### config.mk
export PLATFORM = sky130hd
export DESIGN_NAME = cam_cfg_seq
export DESIGN_NICKNAME = d
export VERILOG_FILES = /design/src/rtl/cam_cfg_seq.sv
export SDC_FILE = /design/constraint.sdc
export NUM_CORES = 1
export LEC_CHECK = 0
export CAP_MARGIN = 20
export CORE_MARGIN = 5
export CORE_UTILIZATION = 51
export DETAILED_ROUTE_END_ITERATION = 8
export GPL_TIMING_DRIVEN = 0
export PLACE_DENSITY = 0.73
export SLEW_MARGIN = 40
export SYNTH_ARGS = -nofsm -noshare
export SYNTH_HDL_FRONTEND = slang
export SYNTH_SLANG_ARGS = --single-unit
### constraint.sdc
create_clock -name clk_24m -period 3 [get_ports clk_24m]
set_input_delay 0.3 -clock clk_24m [delete_from_list [all_inputs] [get_ports clk_24m]]
set_output_delay 0.3 -clock clk_24m [all_outputs]
set_load 0.005 [all_outputs]
### src/rtl/cam_cfg_seq.sv
`default_nettype none
// =====================================================================
// Module   : cam_cfg_seq
// Brief    : Walks an OV5640 register table in a synchronous ROM and
//            issues one write per entry to the I2C configuration engine.
// Revision : 1.0 - initial release
// =====================================================================
module cam_cfg_seq #(
    parameter int TBL_AWID  = 8,
    parameter int TBL_LEN   = 252,
    parameter int MS_CYC    = 24000,
    parameter int GAP_CYC   = 240,
    parameter int TO_CYC    = 2400000,
    parameter int RETRY_MAX = 3
) (
    input  logic                clk_24m,
    input  logic                rst_n,
    input  logic                initial_en,
    input  logic                restart,
    output logic                tbl_rd,
    output logic [TBL_AWID-1:0] tbl_addr,
    input  logic [31:0]         tbl_data,
    output logic                configure_en,
    output logic [31:0]         configure_data,
    input  logic                configure_rdy,
    output logic                busy,
    output logic                done,
    output logic                error,
    output logic [TBL_AWID-1:0] err_idx
);

    localparam int c_GAP_W = (GAP_CYC < 2) ? 1 : $clog2(GAP_CYC);
    localparam int c_TO_W  = (TO_CYC < 2) ? 1 : $clog2(TO_CYC);
    localparam int c_RT_W  = (RETRY_MAX < 1) ? 1 : $clog2(RETRY_MAX + 1);

    localparam logic [c_GAP_W-1:0]  c_GAP_LAST = c_GAP_W'((GAP_CYC > 0) ? GAP_CYC - 1 : 0);
    localparam logic [c_TO_W-1:0]   c_TO_LAST  = c_TO_W'((TO_CYC > 0) ? TO_CYC - 1 : 0);
    localparam logic [c_RT_W-1:0]   c_RT_MAX   = c_RT_W'(RETRY_MAX);
    localparam logic [TBL_AWID:0]   c_LEN      = (TBL_AWID + 1)'(TBL_LEN);
    localparam logic [31:0]         c_MS       = 32'(MS_CYC);
    localparam logic [31:0]         c_END_MARK = 32'hFFFF_FFFF;

    typedef enum logic [3:0] {
        S_IDLE      = 4'd0,
        S_FETCH     = 4'd1,
        S_DECODE    = 4'd2,
        S_WAIT_RDY  = 4'd3,
        S_ISSUE     = 4'd4,
        S_WAIT_BUSY = 4'd5,
        S_WAIT_DONE = 4'd6,
        S_GAP       = 4'd7,
        S_DELAY     = 4'd8,
        S_END       = 4'd9,
        S_ERR       = 4'd10
    } state_t;

    state_t              r_state;
    state_t              w_state_nxt;

    logic [TBL_AWID:0]   r_idx;
    logic [TBL_AWID:0]   w_idx_inc;
    logic [TBL_AWID:0]   w_fetch_idx;
    logic [c_RT_W-1:0]   r_retry;
    logic [c_TO_W-1:0]   r_to_cnt;
    logic [c_GAP_W-1:0]  r_gap_cnt;
    logic [31:0]         r_dly_cnt;
    logic [31:0]         r_dly_last;
    logic [31:0]         r_word;
    logic [31:0]         w_dly_len;

    logic                w_wait;
    logic                w_to_hit;
    logic                w_to_clr;
    logic                w_retry;
    logic                w_go_err;
    logic                w_entry_ok;
    logic                w_adv;
    logic                w_clear_all;

    logic                r_tbl_rd;
    logic [TBL_AWID-1:0] r_tbl_addr;
    logic                r_cfg_en;
    logic [31:0]         r_cfg_data;
    logic                r_busy;
    logic                r_done;
    logic                r_error;
    logic [TBL_AWID-1:0] r_err_idx;

    assign w_idx_inc   = r_idx + 1'b1;
    assign w_fetch_idx = w_adv ? w_idx_inc : r_idx;
    assign w_to_hit    = (r_to_cnt == c_TO_LAST);
    assign w_dly_len   = {16'd0, tbl_data[15:0]} * c_MS;

    always_ff @(posedge clk_24m or negedge rst_n) begin
        if (!rst_n) begin
            r_state <= S_IDLE;
        end else begin
            r_state <= w_state_nxt;
        end
    end

    always_comb begin
        w_state_nxt = r_state;
        w_wait      = 1'b0;
        w_to_clr    = 1'b0;
        w_retry     = 1'b0;
        w_go_err    = 1'b0;
        w_entry_ok  = 1'b0;
        w_adv       = 1'b0;
        w_clear_all = 1'b0;

        if (restart) begin
            w_state_nxt = S_IDLE;
            w_clear_all = 1'b1;
        end else if (!initial_en && (r_state != S_IDLE)) begin
            w_state_nxt = S_IDLE;
            w_clear_all = 1'b1;
        end else begin
            case (r_state)
                S_IDLE:      if (initial_en) w_state_nxt = S_FETCH;
                S_FETCH:     w_state_nxt = S_DECODE;
                S_DECODE: begin
                    if (tbl_data == c_END_MARK) begin
                        w_state_nxt = S_END;
                    end else if (tbl_data[31:24] == 8'h00) begin
                        // A zero-length delay advances straight to the next entry
                        if (tbl_data[15:0] == 16'd0) w_adv = 1'b1;
                        else                         w_state_nxt = S_DELAY;
                    end else begin
                        w_state_nxt = S_WAIT_RDY;
                        w_to_clr    = 1'b1;
                    end
                end
                S_WAIT_RDY:  if (configure_rdy) w_state_nxt = S_ISSUE;  else w_wait = 1'b1;
                S_ISSUE:     w_state_nxt = S_WAIT_BUSY;
                S_WAIT_BUSY: if (!configure_rdy) w_state_nxt = S_WAIT_DONE; else w_wait = 1'b1;
                S_WAIT_DONE: begin
                    if (configure_rdy) begin
                        w_state_nxt = S_GAP;
                        w_entry_ok  = 1'b1;
                    end else begin
                        w_wait = 1'b1;
                    end
                end
                S_GAP:       if (r_gap_cnt == c_GAP_LAST) w_adv = 1'b1;
                S_DELAY:     if (r_dly_cnt == r_dly_last) w_adv = 1'b1;
                S_END:       w_state_nxt = S_END;
                S_ERR:       w_state_nxt = S_ERR;
                default:     w_state_nxt = S_IDLE;
            endcase

            // Progress in a wait state takes precedence over a coincident timeout
            if (w_wait && w_to_hit) begin
                if (r_retry < c_RT_MAX) begin
                    w_state_nxt = S_WAIT_RDY;
                    w_retry     = 1'b1;
                    w_to_clr    = 1'b1;
                end else begin
                    w_state_nxt = S_ERR;
                    w_go_err    = 1'b1;
                end
            end

            if (w_adv) begin
                w_state_nxt = (w_idx_inc == c_LEN) ? S_END : S_FETCH;
            end
        end
    end

    always_ff @(posedge clk_24m or negedge rst_n) begin
        if (!rst_n) begin
            r_idx      <= '0;
            r_retry    <= '0;
            r_to_cnt   <= '0;
            r_gap_cnt  <= '0;
            r_dly_cnt  <= '0;
            r_dly_last <= '0;
            r_word     <= '0;
        end else begin
            if (w_clear_all) begin
                r_idx   <= '0;
                r_retry <= '0;
            end else begin
                if (w_adv) r_idx <= w_idx_inc;
                if (w_retry)         r_retry <= r_retry + 1'b1;
                else if (w_entry_ok) r_retry <= '0;
            end

            if (w_to_clr)    r_to_cnt <= '0;
            else if (w_wait) r_to_cnt <= r_to_cnt + 1'b1;

            r_gap_cnt <= (r_state == S_GAP)   ? r_gap_cnt + 1'b1 : '0;
            r_dly_cnt <= (r_state == S_DELAY) ? r_dly_cnt + 32'd1 : '0;

            if (r_state == S_DECODE) begin
                r_word     <= tbl_data;
                r_dly_last <= w_dly_len - 32'd1;
            end
        end
    end

    // Outputs are registered from the next state so they line up with the state they describe
    always_ff @(posedge clk_24m or negedge rst_n) begin
        if (!rst_n) begin
            r_tbl_rd   <= 1'b0;
            r_tbl_addr <= '0;
            r_cfg_en   <= 1'b0;
            r_cfg_data <= '0;
            r_busy     <= 1'b0;
            r_done     <= 1'b0;
            r_error    <= 1'b0;
            r_err_idx  <= '0;
        end else begin
            r_tbl_rd <= (w_state_nxt == S_FETCH);
            if (w_state_nxt == S_FETCH) r_tbl_addr <= w_fetch_idx[TBL_AWID-1:0];

            r_cfg_en <= (w_state_nxt == S_ISSUE);
            if (w_state_nxt == S_ISSUE) r_cfg_data <= r_word;

            r_busy <= (w_state_nxt != S_IDLE) && (w_state_nxt != S_END) && (w_state_nxt != S_ERR);

            if (w_clear_all)           r_done <= 1'b0;
            else if (r_state == S_END) r_done <= 1'b1;

            if (w_clear_all) begin
                r_error <= 1'b0;
            end else if (w_go_err) begin
                r_error   <= 1'b1;
                r_err_idx <= r_idx[TBL_AWID-1:0];
            end
        end
    end

    assign tbl_rd         = r_tbl_rd;
    assign tbl_addr       = r_tbl_addr;
    assign configure_en   = r_cfg_en;
    assign configure_data = r_cfg_data;
    assign busy           = r_busy;
    assign done           = r_done;
    assign error          = r_error;
    assign err_idx        = r_err_idx;

endmodule
`default_nettype wire

# [Yosys cells after proc, flatten, opt, wreduce, memory -nomap -nowiden]
# Cells that the tools add are included.
# Widths: inputs -> output; s select.
[op_classes] addsub=6 n_eq_ne=19 order_cmp=1 n_reduce_logical=18 muxes=64 n_mul=1 bitwise=1
[ops] operator="$mux 4" count=13
[ops] operator="$mux 22" count=2
[ops] operator="$pmux 4 s10" count=1
[ops] operator="$mux 1" count=39
[ops] operator="$add 32x1->32 const B" count=1
[ops] operator="$eq 32x32->1" count=1
[ops] operator="$eq 32x32->1 const B" count=1
[ops] operator="$mux 32" count=1
[ops] operator="$sub 31x1->32 const B" count=1
[ops] operator="$mul 16x9->25 const B" count=1
[ops] operator="$add 22x1->22 const B" count=1
[ops] operator="$eq 22x22->1 const B" count=1
[ops] operator="$eq 4x3->1 const B" count=5
[ops] operator="$mux 9" count=2
[ops] operator="$logic_not 16->1" count=1
[ops] operator="$eq 4x4->1 const B" count=3
[ops] operator="$add 9x1->9 const B" count=1
[ops] operator="$eq 9x8->1 const B" count=1
[ops] operator="$add 8x1->8 const B" count=1
[ops] operator="$eq 4x1->1 const B" count=2
[ops] operator="$eq 4x2->1 const B" count=2
[ops] operator="$eq 8x8->1 const B" count=1
[ops] operator="$logic_not 8->1" count=1
[ops] operator="$mux 8" count=1
[ops] operator="other kinds (15)" count=26
[totals] input_bits=37 output_inout_bits=53 reg_bits=194

# [Longest topological paths before layout]
[logic_depth] word_depth=13 mapped_depth=20 ltp_nobuf=19

# [Least setup slack after synthesis]
# OpenSTA, ideal clock, no wires.
[synth_timing] path_type="input to register" startpoint="in tbl_data[9]" endpoint="reg r_dly_last[28]" cell_stages=19 setup_time_ps=82 arrival_time_ps=5166 path_buffers=1 slack_ps=-2248 cell_sequence="fa_1 -> inv_1 -> fa_1 -> inv_1 -> fa_1 -> inv_1 -> fa_1 -> inv_1 -> ha_1 -> clkbuf_1 -> a211oi_1 -> nor2b_1 -> a211o_1 -> nor2b_1 -> xnor2_1 -> nor4_1 -> nand3_1 -> or4_1 -> a31oi_1"
[synth_between] elab_chain_len=2
[synth_rtl] element="start: declaration" line_no="22" rtl="input logic [31:0] tbl_data,"
[synth_rtl] element="$mul 16x9->25" line_no="92" rtl="assign w_dly_len = {16'd0, tbl_data[15:0]} * c_MS;"
[synth_rtl] element="$sub 31x1->32" line_no="197" rtl="r_dly_last <= w_dly_len - 32'd1;"
[synth_rtl] element="end signal: assignment" line_no="197"
[synth_rtl] element="end: declaration" line_no="67" rtl="logic [31:0] r_dly_last;"
# Every way passes these cells.
# A chain may end at the register's enable or synchronous reset.

# [Final worst setup path]
[layout_timing] startpoint="in tbl_data[6]" endpoint="reg r_dly_last[29]"
# Same word-level chain as after synthesis.

==> flow_summary.json <==
{
  "status": "complete, but fails checks",
  "violations": "setup timing",
  "dr.first_iter.drc_count": 827,
  "dp.cells": 1758,
  "synth_async_sr_flop_share_pct": 100.0,
  "ant_nets": 0,
  "seq_area_frac_synth_pct": 36.88,
  "fin_util_pct": 66.04,
  "antenna_found_initial": 0,
  "report.final.slew_viol_count": 0,
  "cts_tree": "built",
  "clkTransAtPathRegs_ps": 80,
  "dp_hpwl_um": 22190,
  "nets": 1704,
  "die_w_um": 168.6,
  "dieArea_um2": 28420,
  "fin_skew_ps": 13.51,
  "worstPathArrival_ps": 5200,
  "avgViaCountPerCell": 5.438,
  "period_share_pct": 161.7,
  "cap_violations": 0,
  "ff2ff_setup_slack_ps": -200,
  "synth_area_um2": 12820,
  "syn_inst": 1337,
  "cts_root_buf": "clkbuf_16",
  "core-area_um2": 24960,
  "cts_buffer_depth": 2,
  "cp-start-kind": "input pin",
  "worstRegToRegCells": 13,
  "wirelength_um": 32710,
  "yosysTopAreaCell": "dfrtp_1",
  "insertion_delay_ps": 440,
  "synth_edf_count": 0,
  "crit_type": "input pin to flip-flop",
  "hp-start": "tbl_data[13]",
  "start_util_pct": 51.37,
  "synth_ff_type": "dfrtp_1",
  "holdCritPathClass": "input pin to flip-flop",
  "synth.top_cell.area_share_pct": 36.88,
  "cts_buffers": 17,
  "ioPinCount": 90,
  "netlist_top_cells_count": "dfrtp_1 (189), inv_1 (189), nand2_1 (143), nor2_1 (105), ha_1 (84)",
  "p_per_area_nw_per_um2": 1011,
  "hold_depth": 3,
  "io_buffers": 89,
  "ir_drop_uv": 815.9,
  "grt.total_usage_pct": 22.58,
  "grt_pass1_vias": 10430,
  "grt_pass1_wl_um": 52100,
  "synthToLayoutAreaGrowth_pct": 28.57,
  "rows": 58,
  "total_power_mw": 16.68,
  "cp.required_ps": 3350,
  "p_leak_nw": 7.716,
  "hold_viol_final": 0,
  "wl_per_cell_um": 17.60,
  "netlist_top_cells_area": "dfrtp_1 (37%), fa_1 (11%), ha_1 (8.2%), inv_1 (5.5%), xnor2_1 (4.6%)",
  "synth_area_per_cell_um2": 9.591,
  "num_vias": 10100,
  "min_to": "r_word[13]$_DFFE_PN0P_",
  "n_fill_cell": 1884,
  "crit-reg2reg-launch": "r_to_cnt[19]$_DFFE_PN0P_",
  "instances_no_fill": 1858,
  "fmax_mhz": 206.2,
  "period_needed_ps": 4850,
  "drc": 0,
  "grt.overflow.total": 0,
  "synth-seq-cells": 189,
  "worst_pin_slew_ps": 833.3,
  "syn_nets": 1526,
  "setup_viol": 59,
  "relSlewSlack_pct": 44.45,
  "setup_ws_ps": -1850,
  "cts.sinks": 189,
  "yosys_warnings": 0,
  "cts_max_level": 4,
  "routabilityCongestion": 0.8510,
  "hold_slack_ps": 175.1,
  "grt_start_max_net_pins": 76,
  "cp-end-kind": "flip-flop",
  "antennaDiodeCount": 0,
  "synthDistinctLibCells": 73,
  "rsz0062_at_grt": "true",
  "chipHeight_um": 168.6,
  "regToRegEndpoint": "configure_data[24]$_DFFE_PN0P_",
  "dr.pass1.iters": 5,
  "worstPathMaxFanout": 5,
  "drive_gt1_share_pct": 20.88
}
-- registers in the layout, indices dropped and copies added, names as in the netlist, 9 cells and up --
name	flops
r_word	32
r_idx	9
configure_data	32
r_dly_cnt	32
r_to_cnt	22
r_dly_last	27
-- worst max-delay path by stage --
stage	from	to	slack, ps	cells past startpoint
after CTS	tbl_data[6]	r_dly_last[24]$_DFFE_PN0P_	-1730	19
after floorplan	tbl_data[9]	r_dly_last[29]$_DFFE_PN0P_	-1830	19
after detailed placement	tbl_data[8]	r_dly_last[28]$_DFFE_PN0P_	-3030	20
final	tbl_data[6]	r_dly_last[29]$_DFFE_PN0P_	-1850	19
after global placement	rst_n	err_idx[2]$_DFFE_PN0P_	-6260	1
after global routing	tbl_data[6]	r_dly_last[29]$_DFFE_PN0P_	-1960	19
-- through the flow --
stage	cell area, um2	TNS (ps)	setup WS [ps]
after global placement	14350	-1271480	-6261
after CTS	16090	-35370	-1728
final	16490	-31070	-1850
after floorplan	13050	-25300	-1826
after global routing	16490	-38000	-1963
after detailed placement	14420	-99460	-3026
-- logic make-up (layout without fill, tap and decap cells) --
family,Yosys count,count (layout),share of synthesized area [%]
simple gates,434,434,16.60
compound gates,158,158,7.757
mux,51,51,4.566
buf+inv,227,418,6.781
flops,189,189,36.88
xor+xnor,126,126,8.606
fa+ha+maj,152,152,18.81
-- cell usage in the layout (no fill, tap or decap), types with 13 or more instances in the layout --
cell / instances
nor2_1: 100
fa_1: 67
inv_1: 171
clkbuf_16: 17
o21ai_0: 43
inv_2: 19
dfrtp_1: 188
nand2_1: 136
xor2_1: 54
clkbuf_1: 23
xnor2_1: 58
nor3_1: 13
buf_4: 51
clkdlybuf4s50_1: 72
o21ai_1: 14
buf_6: 26
nand4_1: 32
nand3_1: 33
ha_1: 71
a21oi_1: 24
mux2_4: 37
-- metal layers --
metal	track usage (%)	vias to the layer above	wire length, um
met2	40.37	253	16710
met1	27.82	4997	13090
met5	0	-	0
met4	8.680	0	1694
li1	-	4765	-
met3	3.059	89	1214
-- what timing repair did --
action	in CTS	in global routing
hold buffers	1	0
endpoints found under the hold margin	43	0
endpoints found under the setup margin	102	96
pin swaps	53	68
setup buffers	58	22
resized for setup	227	102
gates cloned	3	0
-- area by class of cell --
class                   instances  area, um2  share of cell area [%]
inverters                     190      713.2                   4.326
well taps                     330      412.9                   2.504
plain buffers                  33      196.4                   1.191
flip-flops and latches        189       4731                   28.69
clock inverters                14      168.9                   1.025
clock buffers                  18      429.2                   2.603
repair buffers                163       1623                   9.843
multi-input cells             921       8213                   49.81
-- report_power, final --
| group | internal, mW | switching (mW) | leakage (nW) |
|---|---|---|---|
| combinational | 5.14 | 5.77 | 4.91 |
| clock | 1.20 | 1.14 | 0.287 |
| sequential | 3.09 | 0.339 | 2.52 |
| total | 9.43 | 7.24 | 7.72 |
-- worst max-delay path, cell delays in order --
cell,delay [ps]
buf_12,110
fa_1,520
inv_1,50
fa_1,470
inv_1,50
fa_1,480
inv_1,50
fa_1,500
inv_2,50
ha_4,260
and2_4,160
a221o_1,410
o21ai_2,230
a21oi_2,120
nor2_1,200
xor2_1,410
nand4_1,230
or4_1,510
o211ai_1,90
(Power assumes the default switching activity.)
